===== config.mk =====
export PLATFORM = sky130hd
export DESIGN_NAME = rr_burst_arbiter8
export DESIGN_NICKNAME = d
export VERILOG_FILES = /design/src/rtl/rr_burst_arbiter8.sv
export SDC_FILE = /design/constraint.sdc
export NUM_CORES = 1
export LEC_CHECK = 0
export ABC_AREA = 1
export CAP_MARGIN = 20
export CORE_ASPECT_RATIO = 0.6
export CORE_MARGIN = 10
export CORE_UTILIZATION = 32
export DETAILED_ROUTE_END_ITERATION = 10
export PLACE_DENSITY_LB_ADDON = 0.08
export RECOVER_POWER = 25
export SLEW_MARGIN = 10
export SYNTH_ARGS = -nofsm -noshare
export SYNTH_HDL_FRONTEND = slang
export SYNTH_SLANG_ARGS = --single-unit

===== constraint.sdc =====
create_clock -name clock -period 2.3 [get_ports clock]
set_input_delay 0.575 -clock clock [delete_from_list [all_inputs] [get_ports clock]]
set_output_delay 0.575 -clock clock [all_outputs]
set_load 0.005 [all_outputs]

===== src/rtl/rr_burst_arbiter8.sv =====
// +--------------------------------------------------------------------------+
// | rr_burst_arbiter8 : 8-way round-robin arbiter with burst lock, W-bit mux  |
// | Revision: 1.0                                                            |
// +--------------------------------------------------------------------------+
`default_nettype none

module rr_burst_arbiter8 #(
  parameter int W = 8
) (
  input  logic           clock,
  input  logic           reset,
  input  logic [7:0]     io_req,
  input  logic [7:0]     io_last,
  input  logic [8*W-1:0] io_data,
  output logic [7:0]     io_in_ready,
  output logic           io_out_valid,
  input  logic           io_out_ready,
  output logic [W-1:0]   io_out_bits,
  output logic           io_out_last,
  output logic [2:0]     io_out_sel,
  output logic           io_busy
);

  typedef enum logic [0:0] {
    IDLE = 1'b0,
    BUSY = 1'b1
  } state_t;

  state_t     state_q, state_d;
  logic [2:0] ptr_q, ptr_d;
  logic [2:0] sel_q, sel_d;

  logic [15:0] w_req_dbl;
  logic [7:0]  w_req_rot;
  logic [2:0]  w_pick_off;
  logic        w_accept;

  // Request vector rotated so bit 0 is the current highest-priority requester.
  assign w_req_dbl = {io_req, io_req};
  assign w_req_rot = w_req_dbl[ptr_q +: 8];

  always_comb begin
    w_pick_off = 3'd0;
    for (int j = 7; j >= 0; j--) begin
      if (w_req_rot[j]) w_pick_off = 3'(j);
    end
  end

  always_comb begin
    io_out_valid = 1'b0;
    io_out_bits  = '0;
    io_out_last  = 1'b0;
    io_in_ready  = 8'h00;
    if (state_q == BUSY) begin
      io_out_valid       = io_req[sel_q];
      io_out_bits        = io_data[int'(sel_q)*W +: W];
      io_out_last        = io_last[sel_q];
      io_in_ready[sel_q] = io_out_ready;
    end
  end

  assign w_accept   = io_out_valid & io_out_ready;
  assign io_out_sel = sel_q;
  assign io_busy    = (state_q == BUSY);

  always_comb begin
    state_d = state_q;
    ptr_d   = ptr_q;
    sel_d   = sel_q;
    case (state_q)
      IDLE: begin
        if (io_req != 8'h00) begin
          sel_d   = ptr_q + w_pick_off;
          state_d = BUSY;
        end
      end
      BUSY: begin
        if (w_accept && io_out_last) begin
          ptr_d   = sel_q + 3'd1;
          state_d = IDLE;
        end
      end
      default: state_d = IDLE;
    endcase
  end

  always_ff @(posedge clock) begin
    if (reset) begin
      state_q <= IDLE;
      ptr_q   <= 3'd0;
      sel_q   <= 3'd0;
    end else begin
      state_q <= state_d;
      ptr_q   <= ptr_d;
      sel_q   <= sel_d;
    end
  end

endmodule

`default_nettype wire


Word-level counts from Yosys, hierarchy flattened
Cells that the tools add are included.
- flip-flop bits (word level): 7
- input port bits: 83
- output and inout bits: 22
- logic and storage cells: 38
- $add $sub $neg: 2
- $lt $le $gt $ge: 2
- shift operators: 2
- mux-type cells: 21
- bitwise gates (word level): 3
- reductions and logical operators: 5
- operators by type and width (cell ; count):
    $shiftx A64 B7 Y8 ; 1
    $mux W3 ; 8
    $mux W8 ; 2
    $shiftx A16 B4 Y8 ; 1
    $and A8 B8 Y8 ; 1
    $reduce_bool A8 Y1 ; 1
    $mux W1 ; 7
    $bmux W1 S3 ; 2
    $lt A3 B4 Y1 const B ; 1
    $reduce_and A2 Y1 ; 2
    $add A3 B1 Y3 const B ; 1
    $add A3 B3 Y3 ; 1
    $demux W1 S3 ; 1
    $ge A3 B1 Y1 const B ; 1
    $logic_and A1 B1 Y1 ; 2
    $pmux W1 S2 ; 1
    $and A1 B1 Y1 ; 1
    $not A1 Y1 ; 1

Logic depth before layout (Yosys ltp)
Gate-level depths: netlist of run 1.
- depth after elaboration: 10
- gate-level depth with buffers: 22
- depth with buffers taken out: 21

Worst setup path after synthesis of run 1
Ideal clock, no wire load.
- path type: input to register
- start point: input port io_req[1]
- end point: register sel_q[2] (netlist: io_out_sel[2])
- setup time: 0.109 ns
- data arrival time: 2.181 ns
- data required time: 2.191 ns
- slack: 0.009 ns
- stages on the path: 20
- buffers on the path: 0
- cell sequence: nand2_1 > nand3_1 > nand3_1 > nand2_1 > inv_1 > nand2_1 > nand2_1 > nand2_1 > nand2_1 > nand2_1 > a21oi_1 > ha_1 > inv_1 > fa_1 > xor2_1 > inv_1 > nand2_1 > nand3_1 > nand2_1 > inv_1
- cells in the longest elaborated chain, start to end: 10
- elaborated cells between the ends (all ways): 12
- those cells by class: add/sub: 1; shift: 1; mux: 8; reduce/logical: 2
- ends and longest elaborated chain (what ; line ; text):
    start, declared ; 12 ; input logic [7:0] io_req,
    $shiftx A16 B4 Y8 ; 40 ; assign w_req_rot = w_req_dbl[ptr_q +: 8];
    $mux W3 (8 in series) ; 45 ; if (w_req_rot[j]) w_pick_off = 3'(j);
    $add A3 B3 Y3 ; 73 ; sel_d = ptr_q + w_pick_off;
    end signal, assigned ; 95 ; sel_q <= sel_d;
    end, declared ; 31 ; logic [2:0] sel_q, sel_d;
Parallel ways exist; a longest one is shown, timed or not.
A chain may end at the register's enable or synchronous reset.

Worst setup path after layout of run 1
- start point: input port io_req[0]
- end point: register sel_q[2] (netlist: io_out_sel[2])
The elaborated chain is that of the path after synthesis.

==> metrics, run 1 <==
CTS clk-pin slew, worst paths 0.04 ns; DP Cell Count 494; Initial DRT Pass Iterations 4; worst setup path category input port to flop; Root Buffer clkbuf_8; failing checks negative setup slack; adder-cell share of the synthesized area 3.010%; Flop pwr share 14.4%; GR Overflow Total 0; CTS tree yes; Peak VDD IR 379.5 uV; DRC viols 0; register bit total from synthesis 7; Slew headroom between 60% and 70%; sequential element share of the synthesized area 9.365%; Hold Vio Cnt, Final 0; status finished with violations; Synth Area in XOR/XNOR 1.171%; initial antenna violation count 0; met3 wire len 664 um; CP startpoint kind input port; TritonCTS buffer count 3; mux contribution to synthesized area 0%; Hold-fix buffers, CTS 0; simple-gate share of the synthesized area between 50% and 60%; Tcrit/Tclk final 105.0%; Die Span Y 72.97 um; final wirelength roughly 7700 um; Fillers 405; GPL Wtd Cong 0.8807; syn_area_per_cell 5.005 sq um; Top Ports 105; area leader, netlist nor2_1; drt wl/cell 15.14 um; Post-Route M1 WL 3514 um; largest cells by area after synthesis nor2_1, nand2_1, o21ai_0, nand3_1, dfxtp_1; Total GRT Usage 18.14%; number of port buffers 104; H-Tree Level Count 1; RSZ-0062 raised after global routing true; WL met2 between 3000 and 4000 um; clk_skew approximately 0.0015 ns; Yosys top cell area share 22.58%; vias per inst approximately 4.9; PnR worst setup slack -0.1139 ns; Die W around 110 um; Worst-Margin Slew about 0.48 ns; Worst Path Max Fanout 4; P per Cell Area 322.2 nW/um^2; row cnt 19; Syn Inst Count 299; first-pass GRT wire length approximately 12000 um; post-DP HPWL approximately 6000 um; Lkg Pwr between 1.5 and 2 nW; Initial Util 32.96%; Pins Over Slew Limit 0; vias in the first global route 2327; WP data required roughly 2.4 ns; Post-synth EDFFs 0; asr flop ratio synth 0%; largest family of logic cells by synthesized area simple AND/OR/NAND/NOR gates; achievable frequency ~410 MHz; Comb power frac 68.8%; CP Data Arrival Time 2.54 ns; area fraction in compound gates after synthesis 23.08%; worst min path class flop to flop; synth cell count leaders nor2_1, nand2_1, o21ai_0; clock latency on the worst-skew pair approximately 0.23 ns; Warnings, synthesis 0; vias 2468; first-iteration detailed-routing DRC count 124; fin crit period 2.414 ns; Place WS -0.7677 ns; syn nets 385; Syn Std Cell Area 1496 sq um; die area between 7000 and 8000 sq um; Max-Cap Viols 0; CP Capture Type flop; reported net switching power 0.0004033 W; CTS max path bufs 2; highest routed layer met4; clock share of power 16.8%; nets 531; P_int a little over 0.0006 W; Finished Layout Cells 507; Net Sw Frac 39.30%; largest net degree at the start of global routing 25; Final TNS setup -0.1139 ns; n_diodes 0; Synth Flop Type dfxtp_1; post-synthesis cell type count 27; Core Area approximately 4500 sq um; Num Clock Sinks 7; # setup viols final 1; post-synthesis to final-layout area growth 112.8%; Antenna Violating Nets Remaining 0; most frequent cell after synthesis nor2_1; fraction of layout cells with a size suffix above 1 30.18%
## cell usage in the layout, fill, tap and decap left out, types with 5 or more instances in the layout
| cell | count |
|---|---|
| nor2_1 | 89 |
| clkdlybuf4s50_1 | 74 |
| nand2_1 | 46 |
| buf_4 | 42 |
| o21ai_0 | 29 |
| nand3_2 | 16 |
| nand2_2 | 13 |
| o21ai_1 | 13 |
| buf_2 | 12 |
| inv_1 | 11 |
| nand3_1 | 10 |
| dlymetal6s2s_1 | 8 |
| buf_6 | 8 |
| nor2_2 | 6 |
| a21oi_1 | 6 |
| a41oi_1 | 6 |
| clkbuf_2 | 5 |
## registers in the layout, summed over array words and instances, names as in the netlist
name,flops
ptr_q,3
io_out_sel,3
io_busy,1
## cells by family (layout without fill, tap and decap cells)
| kind of cell | Yosys count | in the layout |
|---|---|---|
| xor gates and xnor gates | 2 | 2 |
| and+or+nand+nor | 192 | 192 |
| AOI/OAI and AO/OA | 61 | 61 |
| buffers and inverters | 34 | 179 |
| adders and majority gates | 3 | 3 |
| DFF | 7 | 7 |
## final cells by class
class,count,area (sq um),area share [%]
flip-flops and latches,7,152.6,4.794
well taps,63,78.83,2.475
repair buffers,155,1411,44.32
inverters,20,87.58,2.750
clock buffers,4,45.04,1.415
multi-input cells,258,1409,44.24
## per-layer routing
metal	up-vias	track usage (%)
met4	0	2.183
met2	94	28.00
met3	10	5.644
met5	-	0
met1	1092	24.71
li1	1272	-
## per-stage QoR
| stage | util (%) | hold WS [ns] | instance area [sq um] | total power [W] |
|---|---|---|---|---|
| 4_1_cts | 66.52 | 0.5191 | 3020 | 0.0009923 |
| 3_3_place_gp | 63.21 | 0.5099 | 2870 | 0.0007960 |
| 6_report | 70.13 | 0.5358 | 3184 | 0.001026 |
| 2_1_floorplan | - | 0.4868 | 1496 | 0.0004362 |
| 5_1_grt | 70.13 | 0.5874 | 3184 | 0.001119 |
| 3_5_place_dp | 63.21 | 0.5105 | 2870 | 0.0008015 |
## timing repair
item	CTS	global route
pin swaps	21	30
gates resized for setup	93	64
endpoints found under the setup margin	20	20
setup buffers	6	3
## power by group through the flow
stage | sequential, W | clock (W) | combinational, W
floorplan | 0.000146 | 0 | 0.000291
global placement | 0.000146 | 0 | 0.000650
detailed placement | 0.000146 | 0 | 0.000655
CTS | 0.000145 | 0.000179 | 0.000669
global route | 0.000149 | 0.000191 | 0.000779
finish | 0.000147 | 0.000173 | 0.000706
## final timing paths
| kind | depth (start not counted) | slack [ns] | to | startpoint |
|---|---|---|---|---|
| max | 20 | -0.11 | io_out_sel[2] | io_req[0] |
| min | 2 | 0.54 | io_busy | io_busy |
| max reg2reg | 20 | -0.10 | io_out_sel[2] | ptr_q[0] |
| min reg2reg | 2 | 0.54 | io_busy | io_busy |
## worst max-delay path, stage by stage
cell and delay [ns]:
buf_2 0.15, nand2_2 0.10, nand3_2 0.11, nand3_2 0.08, nand2_2 0.09, nand2_1 0.05
nand2_1 0.06, nand2_1 0.04, nand2_1 0.05, nand2_1 0.06, a21oi_2 0.13, ha_2 0.19
inv_2 0.04, fa_2 0.39, xor2_2 0.16, inv_1 0.05, nand2_1 0.05, nand3_1 0.06
nand2_1 0.06, inv_1 0.03
Power figures use the tool's default switching activity.
==> inputs of run 2 (changes only) <==
--- a/config.mk
+++ b/config.mk
@@ -9,9 +9,10 @@
 export CAP_MARGIN = 20
 export CORE_ASPECT_RATIO = 0.6
 export CORE_MARGIN = 10
-export CORE_UTILIZATION = 32
+export CORE_UTILIZATION = 50
 export DETAILED_ROUTE_END_ITERATION = 10
-export PLACE_DENSITY_LB_ADDON = 0.08
+export DONT_BUFFER_PORTS = 1
+export PLACE_DENSITY = 0.68
 export RECOVER_POWER = 25
 export SLEW_MARGIN = 10
 export SYNTH_ARGS = -nofsm -noshare
==> run 2 against run 1 <==
Compared with the run above: the run still ends with negative setup slack left; non-clock buffer count down 134; utilization decreased by 4.8 points; first-iteration DRC count grew 44%; setup slack better by 0.056 ns; power down 28%; clock-buffer cell count unchanged; register-to-register slack improved by 0.04 ns; sequential cell count unchanged; via count down 19%; clock skew is 0.0024 ns higher; final area is 41% lower; hold slack got worse by 0.13 ns; critical endpoint unchanged; largest cell class is now multi-input combinational cells; highest routed layer unchanged.
==> metrics, run 2 (synthesis gave the netlist of run 1 again) <==
status finished with violations; failing checks negative setup slack; Fillers 281 (-31%); n_diodes 0 (unchanged); drt wl/cell 16.84 um (+11%); Tcrit/Tclk final 102.5% (-2.4 points); initial antenna violation count 0 (unchanged); achievable frequency 424.1 MHz (+2.4%); Comb power frac 57.2% (-12 points); RR Endpoint io_out_sel[2]; nets 397 (-25%); P per Cell Area 392.3 nW/um^2 (+22%); TritonCTS buffer count 3 (unchanged); Net Sw Frac 44.92% (+5.6 points); commonest non-fill, non-tap cell in the layout nor2_1; fin crit period 2.358 ns (-0.05608 ns); hold path depth 1 (-1); Core Area 2872 sq um (-37%); Total GRT Usage 18.32% (+0.18 points); row cnt 15 (-4); vias 2011 (-19%); Peak VDD IR 403.2 uV (+6.3%); die area 5653 sq um (-28%); FF-to-FF setup slack -0.06 ns (+0.04 ns); CP Capture Type flop; H-Tree Level Count 1 (unchanged); CTS clk-pin slew, worst paths 0.04 ns (about the same); Top Ports 105 (unchanged); Initial Util 52.11% (+19 points); Pins Over Slew Limit 0 (unchanged); Max-Cap Viols 0 (unchanged); worst min path class input port to flop; CP startpoint kind flop; RR Startpoint ptr_q[0]; post-DP HPWL 4575 um (-24%); Place WS -0.2201 ns (+0.5476 ns); number of port buffers 0 (-100%); vias per inst 5.713 (+17%); final wirelength 5927 um (-23%); post-synthesis to final-layout area growth 25.33%; Num Clock Sinks 7 (unchanged); crit-path max cell delay 0.39 ns (about the same); P_int 0.0004052 W (-35%); first-pass GRT wire length 8838 um (-25%); Critical path buffers and inverters 4 (unchanged); CP Data Arrival Time 2.48 ns (-0.06 ns); WP data required 2.42 ns (about the same); reported net switching power 0.0003305 W (-18%); min-delay src reset; critical path's most frequent cell nand2_1; Finished Layout Cells 352 (-31%); # setup viols final 1 (unchanged); vias in the first global route 1752 (-25%); CTS max path bufs 2 (unchanged); crit path cell chain inv_6 -> nand2_1 -> nand3_2 -> nand3_2 -> nand2_2 -> nand2_1 -> nand2_1 -> nand2_1 -> nand2_1 -> nand2_1 -> a21oi_2 -> ha_2 -> inv_2 -> fa_2 -> xor2_2 -> inv_1 -> nand2_1 -> nand3_1 -> nand2_1 -> inv_1; fraction of layout cells with a size suffix above 1 25.16% (-5.0 points); Flop pwr share 19.7% (+5.3 points); largest net degree at the start of global routing 44 (+76%); Slowest cell on crit path fa_2; GR Overflow Total 0 (unchanged); Die W 90.63 um (-16%); PnR worst setup slack -0.05784 ns (+0.05608 ns); Antenna Violating Nets Remaining 0 (unchanged); Hold-fix buffers, CTS 0 (unchanged); commonest cells after routing, fill and taps aside nor2_1, nand2_1, o21ai_0, buf_4, nand3_2; hold worst-path end ptr_q[0]; Hold Vio Cnt, Final 0 (unchanged); Worst Path Max Fanout 8 (+4); Worst Reg2Reg Path Length in Cells 20 (unchanged); Initial DRT Pass Iterations 5 (+1); final core occ 65.32% (-4.8 points); Die Span Y 62.38 um (-15%); critical path's top delay family simple AND/OR/NAND/NOR gates; Lkg Pwr 0.8515 nW (-44%); DP Cell Count 343 (-31%); Worst-Margin Slew 0.4336 ns (-0.04453 ns); worst setup path category flop to flop; clock latency on the worst-skew pair 0.22 ns (about the same); Root Buffer clkbuf_8; Slew headroom 71.06% (+3.0 points); clk_skew 0.003913 ns (+0.002446 ns); RSZ-0062 raised after global routing true; DRC viols 0 (unchanged); GPL Wtd Cong 0.8584 (-2.5%); first-iteration detailed-routing DRC count 179 (+44%); clock share of power 23.0% (+6.2 points); CTS tree yes
## run 2: cell types whose count changed in the layout (fill, tap and decap cells not counted), moves of 3 or more
cell,delta
clkbuf_2,-5
o21ai_0,+6
buf_2,-12
inv_2,+3
buf_6,-6
nand2_1,+3
dlymetal6s2s_1,-8
dlygate4sd3_1,-3
nand2_2,-4
buf_4,-25
o21ai_1,-6
clkdlybuf4s50_1,-74
## run 2: what timing repair did
item                                    4_1_cts  5_1_grt
endpoints found under the setup margin       10       11
buffers inserted                              1        4
pin swaps                                     3       17
resized for setup                            10       47
## run 2: power by group through the flow
stage                     sequential [W]  clock [W]  combinational, W
final                           0.000145   0.000170          0.000421
after floorplan                 0.000146          0          0.000291
after detailed placement        0.000147          0          0.000371
after CTS                       0.000144   0.000176          0.000380
after global placement          0.000147          0          0.000367
after global routing            0.000147   0.000185          0.000474
## run 2: area by class of cell
type,count,area [sq um],area share [%]
inverters,20,87.58,4.670
clock buffers,4,45.04,2.402
well taps,42,52.55,2.802
multi-input cells,258,1369,72.98
flip-flops and latches,7,147.6,7.872
repair buffers,21,173.9,9.273
## run 2: how the worst max path moves through the flow
stage                   start            end  slack [ns]  depth (start not counted)
floorplan           io_req[1]  io_out_sel[2]       0.009                         20
global placement    io_req[1]  io_out_sel[2]       -0.12                         20
detailed placement  io_req[1]  io_out_sel[2]       -0.22                         20
CTS                  ptr_q[0]  io_out_sel[2]       -0.06                         21
global route         ptr_q[0]  io_out_sel[2]       -0.27                         21
finish               ptr_q[0]  io_out_sel[2]       -0.06                         20
## run 2: layer usage
layer / share of wire (%) / GRT usage [%]
met5: 0 / 0
met4: 0.67 / 0.5929
met3: 12 / 6.595
met2: 44 / 26.25
met1: 43 / 26.36
## run 2: per-stage QoR
step / total power (W) / instance area (sq um) / hold slack, ns / setup TNS [ns]
6_report: 0.0007357 / 1876 / 0.4081 / -0.05784
4_1_cts: 0.0007006 / 1674 / 0.4020 / -0.05815
3_3_place_gp: 0.0005133 / 1595 / 0.5364 / -0.1179
5_1_grt: 0.0008064 / 1876 / 0.4013 / -0.3896
2_1_floorplan: 0.0004362 / 1496 / 0.4868 / 0
3_5_place_dp: 0.0005177 / 1595 / 0.5309 / -0.2501
==> inputs of run 3 (changes only) <==
--- a/config.mk
+++ b/config.mk
@@ -9,10 +9,10 @@
 export CAP_MARGIN = 20
 export CORE_ASPECT_RATIO = 0.6
 export CORE_MARGIN = 10
-export CORE_UTILIZATION = 50
+export CORE_UTILIZATION = 55
 export DETAILED_ROUTE_END_ITERATION = 10
 export DONT_BUFFER_PORTS = 1
-export PLACE_DENSITY = 0.68
+export PLACE_DENSITY = 0.7
 export RECOVER_POWER = 25
 export SLEW_MARGIN = 10
 export SYNTH_ARGS = -nofsm -noshare
==> constraint.sdc (replaced) <==
create_clock -name clock -period 2.5 [get_ports clock]
set_input_delay 0.625 -clock clock [delete_from_list [all_inputs] [get_ports clock]]
set_output_delay 0.625 -clock clock [all_outputs]
set_load 0.005 [all_outputs]
==> run 3 against run 2 <==
Compared with the run above: the flow now finishes without violations; critical path depth increased by 1; register-to-register slack improved by 0.16 ns; first-iteration DRC count increased by 7.3%; wire length decreased by 3.3%; final cell count decreased by 5.7%; non-clock buffer count decreased by 10; sequential cell count unchanged; utilization decreased by 0.20 points.
==> metrics, run 3 (synthesis gave the netlist of run 1 again) <==
Place WS -0.03878 ns (+0.1813 ns); Final TNS setup 0 ns (+0.05784 ns); worst setup path category flop to flop; clk_skew 0.006698 ns (+0.002785 ns); CP startpoint kind flop; Finished Layout Cells 332 (-5.7%); Core Area 2557 sq um (-11%); Max-Cap Viols 0 (unchanged); largest net degree at the start of global routing 24 (-45%); Initial Util 58.51% (+6.4 points); Slew headroom 70.01% (-1.1 points); initial antenna violation count 0 (unchanged); CP Capture Type flop; Num Clock Sinks 7 (unchanged); vias in the first global route 1793 (+2.3%); Worst Path Max Fanout 7 (-1); Post-Route M1 WL 2371 um (-7.7%); Worst Reg2Reg Path Length in Cells 21 (+5.0%); Fillers 258 (-8.2%); # setup viols final 0 (-1); first-pass GRT wire length 8659 um (-2.0%); H-Tree Level Count 1 (unchanged); post-synthesis to final-layout area growth 11.29%; Antenna Violating Nets Remaining 0 (unchanged); Die W 87.34 um (-3.6%); FF-to-FF setup slack 0.10 ns (+0.16 ns); Tcrit/Tclk final 95.88% (-6.6 points); status finished clean; crit path cell chain inv_4 -> buf_4 -> nand2_1 -> nand3_2 -> nand3_1 -> nand2_1 -> nand2_1 -> nand2_1 -> nand2_1 -> nand2_1 -> nand2_1 -> a21oi_2 -> ha_2 -> inv_1 -> fa_2 -> xor2_2 -> inv_1 -> nand2_1 -> nand3_1 -> nand2_1 -> inv_1; DRC viols 0 (unchanged); Worst-Margin Slew 0.4488 ns (+0.01527 ns); first-iteration detailed-routing DRC count 192 (+7.3%); Root Buffer clkbuf_8; final wirelength 5732 um (-3.3%); Hold Slack 0.4466 ns (+0.03846 ns); fraction of layout cells with a size suffix above 1 17.67% (-7.5 points); CTS clk-pin slew, worst paths 0.05 ns (about the same); TritonCTS buffer count 3 (unchanged); WL met2 2430 um (-6.5%); Pins Over Slew Limit 0 (unchanged); Hold Vio Cnt, Final 0 (unchanged); Peak VDD IR 247.0 uV (-39%); vias per inst 6.015 (+5.3%); met3 wire len 872 um (+21%); number of port buffers 0 (unchanged); commonest cells after routing, fill and taps aside nor2_1, nand2_1, o21ai_0, nand3_1, inv_1; P per Cell Area 384.0 nW/um^2 (-2.1%); hold path depth 1 (unchanged); GR Overflow Total 0 (unchanged); crit-path max cell delay 0.37 ns (-0.02 ns); highest routed layer met4; Initial DRT Pass Iterations 4 (-1); clock latency on the worst-skew pair 0.23 ns (about the same); drt wl/cell 17.27 um (+2.5%); RSZ-0062 raised after global routing true; vias 1997 (-0.70%); critical path's most frequent cell nand2_1; DP Cell Count 328 (-4.4%); die area 5276 sq um (-6.7%); CTS tree yes; fin crit period 2.397 ns (+0.03921 ns); achievable frequency 417.2 MHz (-1.6%); Design Power 0.0006395 W (-13%); worst min path class input port to flop; commonest non-fill, non-tap cell in the layout nor2_1; Slowest cell on crit path dfxtp_4; Top Ports 105 (unchanged); WP data required 2.63 ns (+0.21 ns); row cnt 14 (-1); Die Span Y 60.41 um (-3.2%); Lkg Pwr 0.7363 nW (-14%); nets 387 (-2.5%); PnR worst setup slack 0.1030 ns (+0.1608 ns); GPL Wtd Cong 0.8717 (+1.5%); CTS max path bufs 2 (unchanged); post-DP HPWL 4618 um (+0.92%); n_diodes 0 (unchanged); CP Data Arrival Time 2.53 ns (+0.05 ns); Total GRT Usage 19.92% (+1.6 points)
run 3: report_power, final:
group,internal [W],switching (W)
logic,0.000117,0.000223
clock network,0.000108,0.0000548
registers,0.000120,0.0000169
total,0.000345,0.000295
run 3: metal layers:
layer	track usage (%)	vias to the layer above
met3	8.556	6
met2	30.06	123
met4	2.715	0
met1	26.32	888
li1	-	980
met5	0	-
run 3: area by class of cell:
| class | count | area, sq um | area share, % |
|---|---|---|---|
| multi-input cells | 258 | 1259 | 75.58 |
| flip-flops and latches | 7 | 150.1 | 9.016 |
| repair buffers | 11 | 82.58 | 4.959 |
| clock inverters | 1 | 5.005 | 0.3005 |
| well taps | 32 | 40.04 | 2.404 |
| clock buffers | 3 | 41.29 | 2.479 |
| inverters | 20 | 87.58 | 5.259 |
run 3: stage by stage:
stage,cell area (sq um),util (%)
final,1665,65.12
after global routing,1665,65.12
after CTS,1580,61.79
after detailed placement,1533,59.93
after global placement,1533,59.93
after floorplan,1496,-
run 3: path summary, 6_finish.rpt:
check,endpoint,from
worst min-delay path,ptr_q[1],reset
worst max register to register,io_out_sel[2],ptr_q[0]
worst min register to register,io_busy,io_busy
worst max-delay path,io_out_sel[2],ptr_q[0]
run 3: what timing repair did:
| action | 4_1_cts | 5_1_grt |
|---|---|---|
| setup buffers | 0 | 0 |
| hold endpoints to repair | 0 | 0 |
| pin swaps | 0 | 3 |
| resized for setup | 1 | 28 |
| endpoints found under the setup margin | 1 | 11 |
| hold buffers | 0 | 0 |
run 3: worst max-delay path: cells and delay by family (launching register included):
family                     cells  cell delay, ns
adders and majority gates      2            0.52
buffers and inverters          5            0.35
and+or+nand+nor               12            0.80
xor gates and xnor gates       1            0.15
DFF                            1            0.37
AOI/OAI and AO/OA              1            0.12
